## config.mk

```make
export PLATFORM = sky130hd
export DESIGN_NAME = pc_fetch_ctrl
export DESIGN_NICKNAME = d
export VERILOG_FILES = /design/src/rtl/pc_fetch_ctrl.sv
export SDC_FILE = /design/constraint.sdc
export NUM_CORES = 1
export LEC_CHECK = 0
export CORE_ASPECT_RATIO = 1.75
export CORE_MARGIN = 1.5
export CORE_UTILIZATION = 30
export DETAILED_ROUTE_END_ITERATION = 10
export SLEW_MARGIN = 20
export SYNTH_ARGS = -nofsm -noshare
export SYNTH_HDL_FRONTEND = slang
export SYNTH_SLANG_ARGS = --single-unit
```

## constraint.sdc

```tcl
create_clock -name clk -period 2.8 [get_ports clk]
set_input_delay 0.56 -clock clk [delete_from_list [all_inputs] [get_ports clk]]
set_output_delay 0.56 -clock clk [all_outputs]
set_load 0.005 [all_outputs]
```

## src/rtl/pc_fetch_ctrl.sv

```systemverilog
// -----------------------------------------------------------------------------
// pc_fetch_ctrl
//
// Owns the instruction-fetch program counter in front of the instruction ROM
// interface. The PC advances by 4 for every accepted fetch. It holds while the
// ROM reports an incomplete fetch or the pipeline stalls. Branch/jump
// redirects from ID are applied immediately when there is no stall. A redirect
// that arrives during a stall is buffered and applied on the first stall-free
// edge. The block also counts stall cycles in a saturating counter for
// performance debug.
//
// Optional feature (compile-time macro): PC_EXC_REDIRECT_EN
//   When defined, the exc_flag port exists. An exception pulse redirects the
//   PC to EXC_VECTOR and discards any buffered redirect, even during a stall.
//   When undefined, exc_flag and EXC_VECTOR are absent.
//
// Parameters
//   EXC_VECTOR            exception entry address (only with the macro)
//   RESET_PC              PC loaded on reset; also the first address fetched
//
// Ports
//   clk                   in   1   system clock, rising-edge
//   rst                   in   1   synchronous, active-high reset
//   stall_pc_flush_if_id  in   1   ROM interface: current fetch not complete
//   stall_pipe            in   1   downstream hazard stall
//   branch_flag           in   1   ID-stage redirect request (pulse)
//   branch_target         in  32   redirect address, bits [1:0] ignored
//   exc_flag              in   1   exception redirect pulse (macro only)
//   inst_address          out 32   registered fetch PC to the ROM interface
//   if_valid              out  1   instruction at inst_address accepted now
//   redirect_pending      out  1   a buffered redirect awaits end of stall
//   fetch_stall_cnt       out 16   saturating count of stall cycles
// -----------------------------------------------------------------------------
module pc_fetch_ctrl #(
`ifdef PC_EXC_REDIRECT_EN
    parameter logic [31:0] EXC_VECTOR = 32'hBFC0_0380,
`endif
    parameter logic [31:0] RESET_PC   = 32'hBFC0_0000
) (
    input  logic        clk,
    input  logic        rst,
    input  logic        stall_pc_flush_if_id,
    input  logic        stall_pipe,
    input  logic        branch_flag,
    input  logic [31:0] branch_target,
`ifdef PC_EXC_REDIRECT_EN
    input  logic        exc_flag,
`endif
    output logic [31:0] inst_address,
    output logic        if_valid,
    output logic        redirect_pending,
    output logic [15:0] fetch_stall_cnt
);

    typedef enum logic [1:0] {
        ST_IDLE = 2'd0,
        ST_RUN  = 2'd1,
        ST_WAIT = 2'd2
    } state_t;

    state_t      state_q, state_d;
    logic [31:0] pc_q, pc_d;
    logic        pend_valid_q, pend_valid_d;
    logic [31:0] pend_target_q, pend_target_d;
    logic [15:0] stall_cnt_q, stall_cnt_d;

    logic        stall;
    logic        active;
    logic [31:0] tgt_aligned;
    logic        unused_tgt_lsbs;

    // Saturating increment: the counter sticks at all-ones.
    function automatic logic [15:0] sat_inc16(input logic [15:0] v);
        if (v == 16'hFFFF) begin
            return v;
        end
        return v + 16'd1;
    endfunction

    assign stall           = stall_pc_flush_if_id | stall_pipe;
    assign active          = (state_q != ST_IDLE);
    assign tgt_aligned     = {branch_target[31:2], 2'b00};
    assign unused_tgt_lsbs = ^branch_target[1:0];

    always_comb begin
        state_d       = state_q;
        pc_d          = pc_q;
        pend_valid_d  = pend_valid_q;
        pend_target_d = pend_target_q;
        stall_cnt_d   = stall_cnt_q;

        if (!active) begin
            // Leaving IDLE does not move the PC: RESET_PC is fetched first.
            state_d = ST_RUN;
        end else begin
            // RUN and WAIT share the same exit condition.
            state_d = stall_pc_flush_if_id ? ST_WAIT : ST_RUN;

            if (stall) begin
                stall_cnt_d = sat_inc16(stall_cnt_q);
            end

`ifdef PC_EXC_REDIRECT_EN
            if (exc_flag) begin
                pc_d         = EXC_VECTOR;
                pend_valid_d = 1'b0;
            end else
`endif
            if (stall) begin
                // PC holds; remember the latest redirect for later.
                if (branch_flag) begin
                    pend_target_d = tgt_aligned;
                    pend_valid_d  = 1'b1;
                end
            end else if (branch_flag) begin
                // A live redirect supersedes any older buffered one.
                pc_d         = tgt_aligned;
                pend_valid_d = 1'b0;
            end else if (pend_valid_q) begin
                pc_d         = pend_target_q;
                pend_valid_d = 1'b0;
            end else begin
                pc_d = pc_q + 32'd4;
            end
        end
    end

    always_ff @(posedge clk) begin
        if (rst) begin
            state_q       <= ST_IDLE;
            pc_q          <= RESET_PC;
            pend_valid_q  <= 1'b0;
            pend_target_q <= 32'h0000_0000;
            stall_cnt_q   <= 16'h0000;
        end else begin
            state_q       <= state_d;
            pc_q          <= pc_d;
            pend_valid_q  <= pend_valid_d;
            pend_target_q <= pend_target_d;
            stall_cnt_q   <= stall_cnt_d;
        end
    end

    assign inst_address     = pc_q;
    assign redirect_pending = pend_valid_q;
    assign fetch_stall_cnt  = stall_cnt_q;
    assign if_valid         = active & ~stall_pc_flush_if_id & ~stall_pipe;

endmodule

```

# After elaboration in Yosys (flattened, before gate mapping)
# Index checks and enable logic that the tools add are counted.
# totals
input_bits	37
ff_bits	81
word_cells	34
# op_classes
reduce_logical	6
muxes	10
n_bitwise	7
n_addsub	2
n_eq_ne	3
# op_table
operator	n
$mux W32	2
$add A32 B3 Y32 const B	1
$add A16 B1 Y16 const B	1
$eq A16 B16 Y1 const B	1
$mux W16	1
$mux W1	6
$reduce_and A3 Y1	2
$ne A2 B2 Y1 const B	2
$not A1 Y1	4
$reduce_and A2 Y1	2
$and A1 B1 Y1	2
$mux W2	1
$reduce_bool A2 Y1	1
$reduce_or A2 Y1	1
$or A1 B1 Y1	1

# Logic depth before layout (Yosys ltp)
# Gate-level depths: netlist (run 1).
# depth
depth_word	6
depth_mapped	7
ltp_nobuf	6

# Worst setup path after synthesis (run 1)
# Ideal clock, no wire load.
# synth_path
kind	input to output
from	input stall_pipe
to	output if_valid
n_path_buf	2
t_arrival_ps	1507
required_ps	2240
setup_slack_ps	733
path_stages	5
path_cell_list	nor2_1 -> o21ai_1 -> clkinv_1 -> clkbuf_1 -> buf_1
# synth_via
elab_chain_len	2
# synth_lines
element	line	rtl
start: declaration	43	input logic stall_pipe,
$not A1 Y1	147	assign if_valid = active & ~stall_pc_flush_if_id & ~stall_pipe;
$and A1 B1 Y1	147	
end: declaration	50	output logic if_valid,
# Every way passes these cells.

# Worst setup path after layout (run 1)
# layout_path
from	input stall_pc_flush_if_id
to	output if_valid
# layout_via
elab_chain_len	3
# layout_lines
element	line	rtl
start: declaration	42	input logic stall_pc_flush_if_id,
$not A1 Y1	147	
$and A1 B1 Y1 (2 in series)	147	
# Every way passes these cells.

==> flow_summary.yaml, run 1 <==
route:
  vias: 4303
  avgRoutedWirePerCell_microns: 16.6
  post-route-drc-count: 0
  drt_pass1_iterations: 6
  wirelength_microns: 13200
  initialDrtViolationCount: 306
  vias_per_cell: 5.38
  antenna_left: 0
sta:
  finalSetupTns_ns: 0
  slew_violations: 0
  tightest_slew_ns: 0.838
  period_minus_slack_ns: 2.53
  relSlewSlack_pct: 43.6
  setup_viol: 0
  finalCritPeriodShare_pct: 90.5
  max_freq_mhz: 395
  finalHoldViolCount: 0
  rsz0062_at_grt: "no"
  fin_skew_ns: 0.00819
  hold_ws_ns: 0.452
yosys:
  yosysWarnings: 0
  synth_mux_area_share_pct: 1.99
  synth.avg_cell_area_sq_um: 7.50
  ys_ff_latch: 79
  synth_ff_type: "dfxtp_1"
  synth_cell_types: 56
  synth_top_area_share_pct: 38.2
  ys_seq_area_share_pct: 38.2
  synth_compound_area_share_pct: 23.8
  synth_edf_count: 0
  synth_area_sq_um: 4150
  postSynthCellCount: 553
  yosys.area_share.simple_pct: 27.2
  synthAdderAreaFrac_pct: 0.604
  synth_top_family_by_area: "simple AND/OR/NAND/NOR gates"
  synth_top_cell_by_area: "dfxtp_1"
  synth_xor_area_share_pct: 3.59
  ys_top_cells_by_area: "dfxtp_1 38%, nand2_1 10%, a21oi_1 8.0%"
  async_flop_share_pct: 0
cts:
  cts_tree: "yes"
  post_cts_resized: 0
  cts_buffer_depth: 2
  clkTransAtPathRegs_ns: 0.06
  htree_levels: 3
  root_buffer: "clkbuf_16"
  cts_hold_repair.buffers: 0
  cts_made_buffers: 9
  clkLatencyLatePin_ns: 0.34
  post-cts-setup-buffer-count: 0
  clock_sinks: 79
setup_path:
  reg2reg_from: "inst_address[11]"
  worst-endpoint-arrival_ns: 1.97
  cp_data_required_time_ns: 2.24
  cp-end-kind: "primary output"
  criticalPathCategory: "input port to primary output"
  r2r_cells: 5
  reg2reg_to: "inst_address[31]"
  rrSetupSlack_ns: 0.57
  critPathLaunchType: "input port"
  critPathMaxFanout: 4
layout:
  diodes: 0
  fillers: 1404
  final_area_sq_um: 5500
  fin_util_pct: 40.9
  syn2layout_area_growth_pct: 32.7
  nets: 660
  drive_above_1_share_pct: 6.39
floorplanning:
  fp.dieArea_sq_um: 14600
  num_io_pins: 87
  initial_core_util_pct: 30.8
  rows: 56
  die_x_microns: 91.9
  dieHeight_microns: 159
  core_area_sq_um: 13500
hold_path:
  hold_depth: 2
  hold_end: "pend_target_q[13]"
  min_from: "pend_target_q[13]"
  hp-class: "register to register"
run:
  drv_cap: 0
grt:
  antenna_found_initial: 0
  overflow: 0
  grt_max_degree: 48
  grt_pass1_wl_microns: 21300
  grt_pass1_vias: 4246
  track_usage_pct: 18.7
pwr:
  p_int_mw: 2.23
  total_power_mw: 2.95
  power_density_nw_per_um2: 536
  sw_frac_of_total_pct: 24.3
  leakage_nw: 1.88
  p_clk_share_pct: 46.3
  p_comb_share_pct: 12.4
  vdd_drop_max_v: 0.000425
  p_sw_mw: 0.717
  p_seq_share_pct: 41.3
place:
  dpl_cell_area_sq_um: 5150
  hpwl_microns: 9210
  portBuffers: 82
  gp_congestion: 0.816
run_status:
  status: "finished clean"
==> worst max-delay path: stages <==
cell	delay (ns)
clkdlybuf4s50_1	0.51
nor2_1	0.08
o21ai_2	0.07
clkinv_1	0.23
clkdlybuf4s50_1	0.52
==> Yosys cell counts, drive strengths merged, types with 4 or more instances <==
cell type and count:
nand2 110, dfxtp 79, a21oi 66, nor2 43, o21ai 39, clkbuf 34, nand3 16, nand4 15
xor2 13, and3 11, nor3 11, a211oi 8, inv 7, nor4 7, o211ai 7, mux2i 6
or3 6, a221oi 5, buf 5, o31ai 5, a211o 4, a31oi 4, and4 4, o311ai 4
xnor2 4
==> power groups by stage <==
| stage | combinational [mW] | sequential, mW | clock (mW) |
|---|---|---|---|
| floorplan | 0.198 | 1.23 | 0 |
| global placement | 0.359 | 1.24 | 0 |
| detailed placement | 0.366 | 1.24 | 0 |
| CTS | 0.368 | 1.22 | 1.40 |
| global route | 0.405 | 1.22 | 1.45 |
| finish | 0.365 | 1.22 | 1.37 |
==> worst max path at each step <==
stage / end / from / slack (ns) / cells after the start
floorplan: if_valid / stall_pipe / 0.73 / 5
global placement: if_valid / stall_pc_flush_if_id / 0.24 / 5
detailed placement: if_valid / stall_pc_flush_if_id / 0.24 / 5
CTS: if_valid / stall_pc_flush_if_id / 0.24 / 5
global route: if_valid / stall_pc_flush_if_id / 0.20 / 5
finish: if_valid / stall_pc_flush_if_id / 0.27 / 5
==> through the flow <==
step / setup WS, ns / cells
after floorplan: 0.733 / 554
after global placement: 0.243 / 784
after detailed placement: 0.238 / 784
after CTS: 0.237 / 800
after global routing: 0.198 / 800
final: 0.266 / 800
==> kinds of logic after synthesis <==
logic type,Yosys count
buffers and inverters,48
other,1
muxes,8
and+or+nand+nor,236
xor gates and xnor gates,17
adders and majority gates,2
DFF,79
AOI/OAI and AO/OA,162
==> routing by layer <==
layer | track usage [%] | wire length [microns]
met1 | 19.4 | 5180
met2 | 34.5 | 6940
met3 | 4.92 | 724
met4 | 9.16 | 401
met5 | 0 | 0
==> layout make-up <==
type	instances	area [sq um]	share of cell area (%)
Clock buffer	11	243	4.41
Timing Repair Buffer	95	933	17.0
Multi-Input combinational cell	427	2390	43.4
Clock inverter	5	105	1.91
Tap cell	174	218	3.96
Inverter	9	33.8	0.614
Sequential cell	79	1580	28.8
==> cells in the final DEF (no fill, tap or decap), types with 6 or more instances in the layout <==
master / count
nor4_1: 6
o21ai_0: 38
nor2_1: 41
inv_1: 7
and3_1: 11
nand3_1: 16
a21oi_1: 66
nand4_1: 12
o211ai_1: 7
buf_4: 11
nor3_1: 11
mux2i_1: 6
clkdlybuf4s50_1: 80
a211oi_1: 8
xor2_1: 13
or3_1: 6
dfxtp_1: 79
nand2_1: 110
clkbuf_16: 9
==> flip-flops by register name, indices dropped and copies added (netlist names) <==
register / count
redirect_pending: 1
fetch_stall_cnt: 16
pend_target_q: 30
inst_address: 30
state_q: 2
No activity file was read; power rests on OpenSTA's default activity.
==> run 2: changes to the inputs <==
Settings changed: GPL_ROUTABILITY_DRIVEN set to 0.
==> results of run 2 <==
Same layout as run 1: the final DEF is identical, and so are final timing and power.
